File: src/rtl/ahb_spsram_bridge_v2.sv
// AHB-Lite slave bridging single and SEQ beats onto a single-port SRAM.
// Checks size/alignment/range at accept and bounds the SRAM wait with a timeout.
module ahb_spsram_bridge_v2 #(
  parameter int ADDR_W    = 14,
  parameter int MEM_WORDS = 16384,
  parameter int TIMEOUT   = 255
) (
  input  logic              HCLK,
  input  logic              HRESET,
  input  logic              HSEL,
  input  logic [31:0]       HADDR,
  input  logic [1:0]        HTRANS,
  input  logic [2:0]        HSIZE,
  input  logic [2:0]        HBURST,
  input  logic              HWRITE,
  input  logic              HREADY,
  input  logic [31:0]       HWDATA,
  output logic [31:0]       HRDATA,
  output logic              HREADYOUT,
  output logic              HRESP,
  output logic [ADDR_W-1:0] sram_addr,
  output logic              sram_we,
  output logic              sram_re,
  output logic [3:0]        sram_maskwe,
  output logic [31:0]       sram_din,
  input  logic [31:0]       sram_dout,
  input  logic              sram_write_done,
  input  logic              sram_read_valid
);

  localparam int CW = (TIMEOUT < 2) ? 1 : $clog2(TIMEOUT);

  typedef enum logic [2:0] {
    S_IDLE,
    S_ISSUE,
    S_WAIT,
    S_DONE,
    S_ERR1,
    S_ERR2
  } state_t;

  state_t            r_state;
  state_t            w_next;
  logic              r_write;
  logic [3:0]        r_mask;
  logic [ADDR_W-1:0] r_addr;
  logic [CW-1:0]     r_cnt;
  logic [31:0]       r_rdata;

  logic       w_open;
  logic       w_accept;
  logic       w_size_err;
  logic       w_range_err;
  logic       w_err;
  logic       w_done;
  logic       w_tmo;
  logic [3:0] w_mask;
  logic       w_unused;

  assign w_unused = ^{HBURST, HTRANS[0]};

  assign w_open = (r_state == S_IDLE) ||
                  (r_state == S_DONE) ||
                  (r_state == S_ERR2);

  assign w_accept = w_open & HSEL & HREADY & HTRANS[1];

  assign w_size_err = (HSIZE > 3'd2) ||
                      (HSIZE == 3'd1 && HADDR[0]) ||
                      (HSIZE == 3'd2 && HADDR[1:0] != 2'b00);

  // Full word index, so addresses beyond the ADDR_W window are caught too
  assign w_range_err = {2'b00, HADDR[31:2]} >= 32'(MEM_WORDS);

  assign w_err = w_size_err | w_range_err;

  always_comb begin
    w_mask = 4'b1111;
    case (HSIZE)
      3'd0:    w_mask = 4'b0001 << HADDR[1:0];
      3'd1:    w_mask = 4'b0011 << {HADDR[1], 1'b0};
      default: w_mask = 4'b1111;
    endcase
  end

  assign w_done = r_write ? sram_write_done : sram_read_valid;
  assign w_tmo  = (r_cnt == CW'(TIMEOUT - 1));

  always_comb begin
    w_next = r_state;
    case (r_state)
      S_IDLE, S_DONE, S_ERR2: begin
        if (w_accept)
          w_next = w_err ? S_ERR1 : S_ISSUE;
        else
          w_next = S_IDLE;
      end
      S_ISSUE: w_next = S_WAIT;
      S_WAIT: begin
        if (w_done)
          w_next = S_DONE;
        else if (w_tmo)
          w_next = S_ERR1;
      end
      S_ERR1:  w_next = S_ERR2;
      default: w_next = S_IDLE;
    endcase
  end

  always_ff @(posedge HCLK) begin
    if (HRESET) begin
      r_state <= S_IDLE;
      r_write <= 1'b0;
      r_mask  <= 4'b0000;
      r_addr  <= '0;
      r_cnt   <= '0;
      r_rdata <= 32'h0;
    end else begin
      r_state <= w_next;
      if (w_accept && !w_err) begin
        r_write <= HWRITE;
        r_mask  <= w_mask;
        r_addr  <= HADDR[ADDR_W+1:2];
      end
      if (r_state == S_WAIT && w_next == S_WAIT)
        r_cnt <= r_cnt + 1'b1;
      else
        r_cnt <= '0;
      if (r_state == S_WAIT && !r_write && sram_read_valid)
        r_rdata <= sram_dout;
    end
  end

  assign HREADYOUT   = w_open;
  assign HRESP       = (r_state == S_ERR1) || (r_state == S_ERR2);
  assign HRDATA      = r_rdata;
  assign sram_addr   = r_addr;
  assign sram_we     = (r_state == S_ISSUE) && r_write;
  assign sram_re     = (r_state == S_ISSUE) && !r_write;
  assign sram_maskwe = sram_we ? r_mask : 4'b0000;
  assign sram_din    = HWDATA;

endmodule

File: config.mk
export PLATFORM = sky130hd
export DESIGN_NAME = ahb_spsram_bridge_v2
export DESIGN_NICKNAME = d
export VERILOG_FILES = /design/src/rtl/ahb_spsram_bridge_v2.sv
export SDC_FILE = /design/constraint.sdc
export NUM_CORES = 1
export LEC_CHECK = 0
export ABC_CLOCK_PERIOD_IN_PS = 3200
export CAP_MARGIN = 0
export CORE_MARGIN = 1
export CORE_UTILIZATION = 37
export CTS_CLUSTER_SIZE = 28
export DETAILED_ROUTE_END_ITERATION = 7
export GPL_ROUTABILITY_DRIVEN = 0
export PLACE_DENSITY = 0.89
export SLEW_MARGIN = 20
export SYNTH_ARGS = -nofsm -noshare
export SYNTH_HDL_FRONTEND = slang
export SYNTH_SLANG_ARGS = --single-unit
File: constraint.sdc
create_clock -name HCLK -period 3.2 [get_ports HCLK]
set_input_delay 0.64 -clock HCLK [delete_from_list [all_inputs] [get_ports HCLK]]
set_output_delay 0.64 -clock HCLK [all_outputs]
set_load 0.02 [all_outputs]
==> impl.org <==
** Run status
- The flow ran to the end, and the final reports show no timing, DRC or antenna violations.

** GRT
- The first global-routing pass estimated 11200 µm of wire.
- The via count of the first global-routing pass is 2569.
- Global routing used 18.6% of the available tracks.
- Global route overflow :: 0
- Initial antenna violation count :: 0
- Pin count of the biggest net entering global routing :: 36

** Power and ir drop
- Internal power component :: 1320 µW
- The analysis attributes to net switching a power of 382 µW.
- Fraction of power consumed by sequential logic :: 46.3%
- Design Power :: 1700 µW
- Worst supply voltage drop on vdd :: 0.000231 V
- Leakage component of the power :: 0.00137 µW
- Share of total power consumed by net switching :: 22.4%
- Clock share of power :: 42.7%
- Power per standard cell area :: 418 nW/µm²
- Logic gate share of total power :: 11.0%

** Timing
- Setup violations remaining at the end of the flow were counted as 0.
- Dividing the final minimum period by the clock period gives 80.8%.
- Setup repair after global routing missed its margin :: no
- Setup TNS Final :: 0 ps
- Clock Skew :: 10.9 ps
- In this run the tightest slew margin relative to its limit is 29.9%.
- Final Max Tran Viols :: 0
- For the pin with the worst max-slew slack, the measured transition is 1050 ps.
- Final hold analysis gives a worst-case slack of 452 ps.
- The worst path in the final design needs a cycle of 2580 ps, including I/O delays and setup.
- Final Hold Violating Endpoints :: 0
- Static timing analysis puts the maximum clock frequency at 387 MHz.

** Clocking
- After clock tree synthesis, the flow added hold-fix buffers numbering 0.
- Clock transition at the register clock pins on the worst setup and hold paths after CTS :: 70 ps
- Number of setup buffers added after CTS :: 0
- The H-tree generated during clock tree synthesis spans 3 levels.
- The longest clock path from root to sink contains 2 buffers.
- TritonCTS built the clock tree.
- The tree is rooted in a sky130_fd_sc_hd__clkbuf_8.
- Clock tree synthesis inserted a total of 9 buffers.
- Clock Sink Count :: 62
- Clock latency at the later pin of the worst-skew pair :: 330 ps
- Gates resized during post-CTS repair numbered 0.

** Setup path
- Worst flop-to-flop path endpoint :: r_mask[2]$_SDFFE_PP0N_
- Worst R2R Setup Slack :: 1040 ps
- Crit. Startpoint :: r_state[0]$_SDFF_PP0_
- Critical path type :: reg2out
- Startpoint of the worst register-to-register path :: r_state[0]$_SDFF_PP0_
- Capturing instance or port of the critical path :: HREADYOUT
- Cell count of the worst reg-to-reg path :: 5
- The worst setup path is captured at a primary output.
- For the worst setup path, the data required time is 2560 ps.
- STA classifies the critical path startpoint as a register.
- Data on the critical path arrives at its endpoint at 1940 ps.
- Of all nets on the critical path, the largest fanout is 10.

** Die
- Measured along the x axis, the die boundary spans 88.2 µm.
- Top-Level Pins :: 197
- The region available for standard cell placement spans 7210 µm².
- Full die area :: 7770 µm²
- From bottom edge to top edge, the die measures 88.2 µm.
- The floorplan has 31 rows.
- Once the floorplan was initialized, standard cells occupied 38.1% of the core.

** Route
- Violation count after the first detailed-routing iteration :: 104
- For this run, the detailed router's first-pass iteration total came to 4.
- Final ANT Viol Nets :: 0
- Final routed DRC violation total :: 0
- After detailed routing, the total wire length is 6930 µm.
- Via total after detailed routing :: 2634
- Per-cell via count in the routed design :: 4.91
- After detailed routing, the average wire length per cell comes to 12.9 µm.

** Yosys
- Synthesis produced 343 cells.
- After synthesis, the mean cell area works out to 8.01 µm².
- The synthesized design contains 62 register bits.
- Number of distinct library cell variants in the gate-level netlist after synthesis :: 34
- Yosys printed 0 warnings.
- The number of nets handed over by synthesis was 456.
- Part of the Yosys area used for sequential elements :: 45.2%
- Synthesized area :: 2750 µm²

** Run
- Max Cap Violations :: 0

** Cells and area
- Commonest non-fill, non-tap cells in the layout :: sky130_fd_sc_hd__clkdlybuf4s50_1, sky130_fd_sc_hd__nand2_1, sky130_fd_sc_hd__dfxtp_1, sky130_fd_sc_hd__a21oi_1, sky130_fd_sc_hd__nand3_1
- Final nets :: 546
- Area growth from synthesis to layout :: 48.3%
- Of the cells placed in the final design, the portion with a size suffix greater than 1 is 6.39%.
- Antenna Diode Count :: 0
- The library cell used most frequently in the layout, excluding fill and tap cells, is sky130_fd_sc_hd__clkdlybuf4s50_1.
- Measured on the finished design, the core utilization comes to 56.5%.

** Placed design
- Input and output buffers added on the ports amount to 128.
- Detailed placement finished with a half-perimeter wire length of 5140 µm.

** Hold path
- The worst hold path belongs to the class reg2reg.
[cell type report]
type                    count  area [µm²]
well taps                  99         124
fillers                   659        3140
clock buffers              12         165
flip-flops and latches     62        1240
clock inverters             4        52.6
inverters                   3        11.3
multi-input cells         225        1170
repair buffers            132        1310
[synth_stat cells]
cell	instances	area, µm²
sky130_fd_sc_hd__o31ai_1	1	7.51
sky130_fd_sc_hd__nand4_1	3	18.8
sky130_fd_sc_hd__nand2b_4	1	13.8
sky130_fd_sc_hd__o21ai_0	9	45.0
sky130_fd_sc_hd__o21ai_1	10	50.1
sky130_fd_sc_hd__nand2_1	70	263
sky130_fd_sc_hd__a21oi_1	53	265
sky130_fd_sc_hd__a31oi_4	1	21.3
sky130_fd_sc_hd__a311oi_1	4	35.0
sky130_fd_sc_hd__buf_2	5	25.0
sky130_fd_sc_hd__nor3_1	3	15.0
sky130_fd_sc_hd__xnor2_1	1	8.76
sky130_fd_sc_hd__nand2b_2	1	8.76
sky130_fd_sc_hd__xor2_1	5	43.8
sky130_fd_sc_hd__o21ba_2	1	10.0
sky130_fd_sc_hd__nor3_2	1	10.0
sky130_fd_sc_hd__inv_1	3	11.3
sky130_fd_sc_hd__and2_1	4	25.0
sky130_fd_sc_hd__nand3_1	20	100
sky130_fd_sc_hd__nor4_1	3	18.8
sky130_fd_sc_hd__or3_1	2	12.5
sky130_fd_sc_hd__clkbuf_1	14	52.6
sky130_fd_sc_hd__and3_1	3	18.8
sky130_fd_sc_hd__buf_4	34	255
sky130_fd_sc_hd__o21a_1	1	7.51
sky130_fd_sc_hd__and4_1	2	17.5
sky130_fd_sc_hd__ha_1	2	25.0
sky130_fd_sc_hd__mux2i_1	1	10.0
sky130_fd_sc_hd__o31ai_2	1	12.5
sky130_fd_sc_hd__nand2b_1	1	6.26
sky130_fd_sc_hd__dfxtp_1	62	1240
sky130_fd_sc_hd__nor2_1	17	63.8
sky130_fd_sc_hd__nor2b_1	2	12.5
sky130_fd_sc_hd__o21bai_1	2	15.0
[through the flow]
stage               cells  area [µm²]  setup slack [ps]
floorplan             343        2750              1280
global placement      521        3850               549
detailed placement    521        3850               476
CTS                   537        4070               589
global route          537        4070               511
finish                537        4070               616
[logic make-up after synthesis]
kind of cell,after synthesis,synth area share [%]
flip-flops,62,45.2
XOR/XNOR,6,1.91
multiplexers,1,0.364
buffers and inverters,56,12.5
AND/OR/NAND/NOR,133,22.0
AO/OA/AOI/OAI,83,17.1
adder cells (fa/ha/maj),2,0.911
[layer usage]
metal,up-vias,GRT usage [%],part of all wire (%)
met5,-,0,0
met4,0,9.09,1.7
met3,19,5.75,7.5
met2,99,33.5,51
met1,1210,19.7,39
li1,1306,-,-
[worst min-delay path by stage]
stage	startpoint	depth (start not counted)	slack, ps	end
after floorplan	r_cnt[0]$_SDFF_PP0_	1	450	r_cnt[0]$_SDFF_PP0_
after global placement	HRDATA[19]$_SDFFE_PP0P_	2	440	HRDATA[19]$_SDFFE_PP0P_
after detailed placement	HRDATA[26]$_SDFFE_PP0P_	2	450	HRDATA[26]$_SDFFE_PP0P_
after CTS	HRDATA[7]$_SDFFE_PP0P_	2	460	HRDATA[7]$_SDFFE_PP0P_
after global routing	HRDATA[26]$_SDFFE_PP0P_	2	470	HRDATA[26]$_SDFFE_PP0P_
final	HRDATA[7]$_SDFFE_PP0P_	2	450	HRDATA[7]$_SDFFE_PP0P_
[flip-flops by register name, summed over array words and instances (netlist names)]
name,cells
sram_addr,14
r_state,3
r_cnt,8
HRDATA,32
r_mask,4
r_write,1
[power by group through the flow]
stage	clock network (µW)	logic, µW	registers, µW
floorplan	0	117	810
global placement	0	184	805
detailed placement	0	187	805
CTS	749	188	787
global route	789	202	789
finish	726	187	788
[critical path: stages, from the launching register on]
cell,delay (ps)
sky130_fd_sc_hd__dfxtp_1,560
sky130_fd_sc_hd__o21ba_2,230
sky130_fd_sc_hd__a31oi_4,180
sky130_fd_sc_hd__clkdlybuf4s50_1,650
No activity file was read; power rests on OpenSTA's default activity.
==> RTL change 1 (same settings) <==
Set the parameter `TIMEOUT` to 510 (it was 255).
--- a/src/rtl/ahb_spsram_bridge_v2.sv
+++ b/src/rtl/ahb_spsram_bridge_v2.sv
@@ -5,3 +5,3 @@
   parameter int MEM_WORDS = 16384,
-  parameter int TIMEOUT   = 255
+  parameter int TIMEOUT   = 510
 ) (
Check against the original RTL: same outputs for any inputs over 10 cycles, from zero or initial values and one cycle with HRESET high; that may be too few to reach the edited logic, so the function may still have changed.
==> RTL change 1 against the unedited design <==
- sequential cell count up 1
- largest cell class unchanged
- synthesized area grew 5.2%
- total power fell by 3.8%
- first-iteration DRC count shrank 42%
- design area grew 3.4%
- routed wire length fell by 1.7%
- hold slack improved by 0.0026 ns
- critical path depth grew 1
- clock power down 9.8%
- worst setup slack lost 0.17 ns
==> RTL change 1: results (changes against the unedited design) <==
first-pass GRT wire length: 11.6 mm (was 11.2 mm)
total track usage: 17.3% (was 18.6%)
Seq/Total Area, Yosys: 43.7% (was 45.2%)
Final nets: 550 (was 546)
DP Wirelength: 5.12 mm (was 5.14 mm)
antenna violations before repair: 0 (unchanged)
Hold Path Depth: 2 (unchanged)
worst-path fanout max: 6 (was 10)
drt total wl: 6.81 mm (was 6.93 mm)
Syn Nets: 458 (was 456)
CP arrival: 2.11 ns (was 1.94 ns)
Lkg Pwr: 0.00143 uW (was 0.00137 uW)
1st-iter DRT viols: 60 (was 104)
layout cells sized above 1: 5.88% (was 6.39%)
reg2reg setup slack: 1.33 ns (was 1.04 ns)
WL/cell: 12.6 um (was 12.9 um)
largest net degree at the start of global routing: 44 (was 36)
hold endpoint: HRDATA[15] (was HRDATA[7])
top cells by area, synth: dfxtp_1 (44%), nand2_1 (8.7%), buf_4 (8.6%), nand2b_1 (7.6%), a21oi_1 (6.2%) (was dfxtp_1 (45%), a21oi_1 (9.7%), nand2_1 (9.6%), buf_4 (9.3%), nand3_1 (3.6%))
status: finished, final reports clean (unchanged)
Worst VDD drop: 0.302 mV (was 0.231 mV)
fraction of registers with async set/reset: 0% (unchanged)
worst reg2reg path endpoint: r_mask[3] (was r_mask[2])
CTS root buffer: clkbuf_8 (unchanged)
reg2reg start: r_state[0] (unchanged)
Rel. slew slack: 63.8% (was 29.9%)
clock skew: 0.00663 ns (was 0.0109 ns)
H-tree depth reported by CTS: 3 (unchanged)
top post-synthesis cells by count: nand2_1 (67), dfxtp_1 (63), a21oi_1 (36) (was nand2_1 (70), dfxtp_1 (62), a21oi_1 (53))
Syn Inst Count: 345 (was 343)
vias per inst: 4.71 (was 4.91)
worst reg2reg path depth: 4 (was 5)
DP Cell Count: 525 (was 521)
vias in the first global route: 2566 (was 2569)
Clk Latency, worst-skew pair: 0.32 ns
post-synthesis cell type count: 36 (was 34)
Hold Path Origin: HRDATA[15] (was HRDATA[7])
total iterations of the first detailed-routing run: 4 (unchanged)
## RTL change 1: changes by cell type after synthesis, moves of 3 or more
cell	unedited run	this run
nand2b_1	1	35
a21oi_1	53	36
mux2i_1	1	18
nand3_1	20	6
o21ai_1	10	0
a311oi_1	4	0
nand2_1	70	67
xnor2_1	1	4
## RTL change 1: final cells by class
cell class | instances | area [um^2]
multi-input combinational | 227 | 1300
fill | 704 | 3200
sequential | 63 | 1260
clock inverter | 6 | 61.3
clock buffer | 10 | 128
tap | 99 | 124
timing repair buffer | 132 | 1320
inverter | 4 | 15.0
## RTL change 1: power by group
part           total [uW]  leakage, uW  internal, uW  switching [uW]
clock                 655    0.0000960           357             298
sequential            798     0.000508           792            6.12
combinational         183     0.000828           117            65.7
total                1640      0.00143          1270             370
## RTL change 1: layer usage
metal	part of all wire [%]	global-route usage [%]	vias to the layer above
met1	40	18.0	1149
met4	2.9	8.47	0
met5	0	0	-
li1	-	-	1277
met2	49	30.5	102
met3	7.7	6.40	22
## RTL change 1: cell families (layout without fill, tap and decap cells)
group | after synthesis | after routing | synth area share (%)
flip-flops | 63 | 63 | 43.7
multiplexers | 21 | 21 | 7.62
AND/OR/NAND/NOR | 149 | 149 | 25.2
AO/OA/AOI/OAI | 47 | 47 | 8.58
XOR/XNOR | 8 | 8 | 2.43
buffers and inverters | 55 | 152 | 11.6
adder cells (fa/ha/maj) | 2 | 2 | 0.866
## RTL change 1: how the worst max path moves through the flow
stage | end | cells after the start | slack, ns
2_1_floorplan | sram_maskwe[0] | 3 | 1.04
3_3_place_gp | r_mask[3] | 5 | 0.57
3_5_place_dp | r_mask[3] | 5 | 0.54
4_1_cts | sram_maskwe[3] | 4 | 0.18
5_1_grt | sram_maskwe[3] | 4 | 0.27
6_report | sram_maskwe[3] | 4 | 0.45
## RTL change 1: repair_timing
item	in CTS	in global routing
hold buffers	0	0
endpoints found under the hold margin	0	0
setup endpoints to repair	0	3
gates resized for setup	0	1
setup buffers	0	0
## RTL change 1: worst max-delay path, cell delays in order, from the launching register on
cell             delay [ns]
dfxtp_1                0.43
nand2b_1               0.15
nor3b_2                0.38
and2_1                 0.19
clkdlybuf4s50_1        0.64
## RTL change 1: stage by stage
step	setup slack [ns]	util [%]	total power [uW]	instance area [um^2]	hold slack (ns)
after global routing	0.273	56.8	1720	4210	0.474
after floorplan	1.04	-	937	2890	0.433
after CTS	0.176	56.8	1660	4210	0.458
after global placement	0.569	54.2	994	4020	0.442
after detailed placement	0.542	54.2	999	4020	0.448
final	0.449	56.8	1640	4210	0.455
==> RTL change 2 (same flow settings) <==
Without the edit above. Make the reset (`HRESET`) asynchronous in one clocked block.
--- a/src/rtl/ahb_spsram_bridge_v2.sv
+++ b/src/rtl/ahb_spsram_bridge_v2.sv
@@ -109,3 +109,3 @@
 
-  always_ff @(posedge HCLK) begin
+  always_ff @(posedge HCLK or posedge HRESET) begin
     if (HRESET) begin
Check against the original RTL: differs if HRESET is asserted again (counterexample within 4 cycles, from zero or initial values and one cycle with HRESET high); with HRESET held inactive, the same outputs for 10 cycles.
==> RTL change 2 against the unedited design <==
- routed wire length down 14%
- die area grew 3.8%
- design area grew 2.5%
- synthesized area increased by 3.9%
- sequential cell count is the same
- worst setup slack worse by 0.34 ns
- cell count decreased by 20%
- critical endpoint is now sram_maskwe[2]
- largest cell class is now registers
- highest routed layer unchanged
Power is not compared: it rests on default switching activity, and its combinational part moved more than twofold at a synthesized area within 25%.
==> RTL change 2: results (changes against the unedited design) <==
status: finished, final reports clean (unchanged)
PwrDens: 708 nW/um^2
Syn Nets: 338 (was 456)
CTS root buffer: clkbuf_8 (unchanged)
clock skew: 0.00733 ns (was 0.0109 ns)
max reg flops: 32 (unchanged)
drt total wl: 5.99 mm (was 6.93 mm)
Sw Ratio: 32.5%
total iterations of the first detailed-routing run: 4 (unchanged)
met1 Usage GRT: 15.8% (was 19.7%)
Final nets: 442 (was 546)
H-tree depth reported by CTS: 3 (unchanged)
first-pass GRT wire length: 9.83 mm (was 11.2 mm)
Comb power frac: 42.4%
max cap viols: 0 (unchanged)
Seq/Total Area, Yosys: 54.4% (was 45.2%)
Hold/Removal Path Class: flip-flop to flip-flop (unchanged)
total track usage: 15.5% (was 18.6%)
Worst VDD drop: 0.404 mV
CTS clock-pin slew for the worst setup and hold paths: 0.06 ns
post-CTS setup buffer count: 0 (unchanged)
FILL cells: 618 (was 659)
post-cts gate resize count: 0 (unchanged)
largest net degree at the start of global routing: 33 (was 36)
DP Wirelength: 4.58 mm (was 5.14 mm)
GR Util met2: 26.9% (was 33.5%)
Seq pwr share: 38.9%
worst-path fanout max: 8 (was 10)
post-synthesis cell type count: 31 (was 34)
M3 GR Usage: 7.78% (was 5.75%)
1st-iter DRT viols: 49 (was 104)
Least-Margin Pin Slew: 0.676 ns (was 1.05 ns)
CP arrival: 2.29 ns (was 1.94 ns)
antenna violations before repair: 0 (unchanged)
PortBufs: 128 (unchanged)
vias per inst: 4.83 (was 4.91)
vias in the first global route: 2190 (was 2569)
Max clock buf depth: 2 (unchanged)
CTS Buf Count: 9 (unchanged)
top cells by area, synth: dfrtp_1 (54%), mux2_2 (20%), buf_4 (8.4%), xor2_1 (1.8%), nor2_1 (1.7%) (was dfxtp_1 (45%), a21oi_1 (9.7%), nand2_1 (9.6%), buf_4 (9.3%), nand3_1 (3.6%))
fraction of registers with async set/reset: 100% (was 0%)
most instantiated library cell after synthesis: dfrtp_1 (was nand2_1)
Yosys warning count: 0 (unchanged)
top post-synthesis cells by count: dfrtp_1 (62), mux2_2 (51), buf_4 (32) (was nand2_1 (70), dfxtp_1 (62), a21oi_1 (53))
layout cells sized above 1: 20.5% (was 6.39%)
predominant post-synthesis flop cell: dfrtp_1 (was dfxtp_1)
final setup fails: 0 (unchanged)
## RTL change 2: final timing paths
path	from	to	slack, ns	cells past startpoint
min	sram_addr[0]	sram_addr[0]	0.50	1
min in group asynchronous	HRESET	HRDATA[10]	0.74	2
max	r_state[1]	sram_maskwe[2]	0.27	4
max reg2reg	r_state[2]	sram_addr[11]	1.31	5
min reg2reg	sram_addr[0]	sram_addr[0]	0.50	1
max in group asynchronous	HRESET	sram_addr[3]	1.85	3
## RTL change 2: kinds of logic after synthesis
kind of cell / after synthesis / synth area share, %
flip-flops: 62 / 54.4
XOR/XNOR: 7 / 2.15
AO/OA/AOI/OAI: 15 / 3.20
buffers and inverters: 43 / 10.6
adder cells (fa/ha/maj): 2 / 0.877
AND/OR/NAND/NOR: 44 / 8.33
multiplexers: 52 / 20.5
## RTL change 2: final cells by class
type                            instances  share of cell area, %
Inverter                                5                  0.450
Tap cell                               99                   2.97
Clock inverter                          2                  0.240
Sequential cell                        62                   37.2
Timing Repair Buffer                  131                   31.5
Clock buffer                           12                   3.48
Multi-Input combinational cell        120                   24.1
## RTL change 2: layer usage
metal	part of all wire, %	up-vias
met3	9.1	24
met4	1.7	0
li1	-	950
met5	0	-
met1	36	1008
met2	53	98
## RTL change 2: stage by stage
step	hold WS, ns	instances	instance area, um^2	utilization, %	setup slack [ns]
after floorplan	0.472	225	2850	-	0.945
after global placement	0.469	417	4020	54.5	0.666
after detailed placement	0.491	417	4020	54.5	0.594
after CTS	0.505	431	4170	56.6	0.220
after global routing	0.513	431	4170	56.6	0.160
final	0.498	431	4170	56.6	0.272
## RTL change 2: worst max-delay path, cell delays in order (launching register included)
cell and delay [ns]:
dfrtp_1 0.46, nand2b_1 0.21, nor3b_1 0.48, and2_1 0.21, clkdlybuf4s50_1 0.60
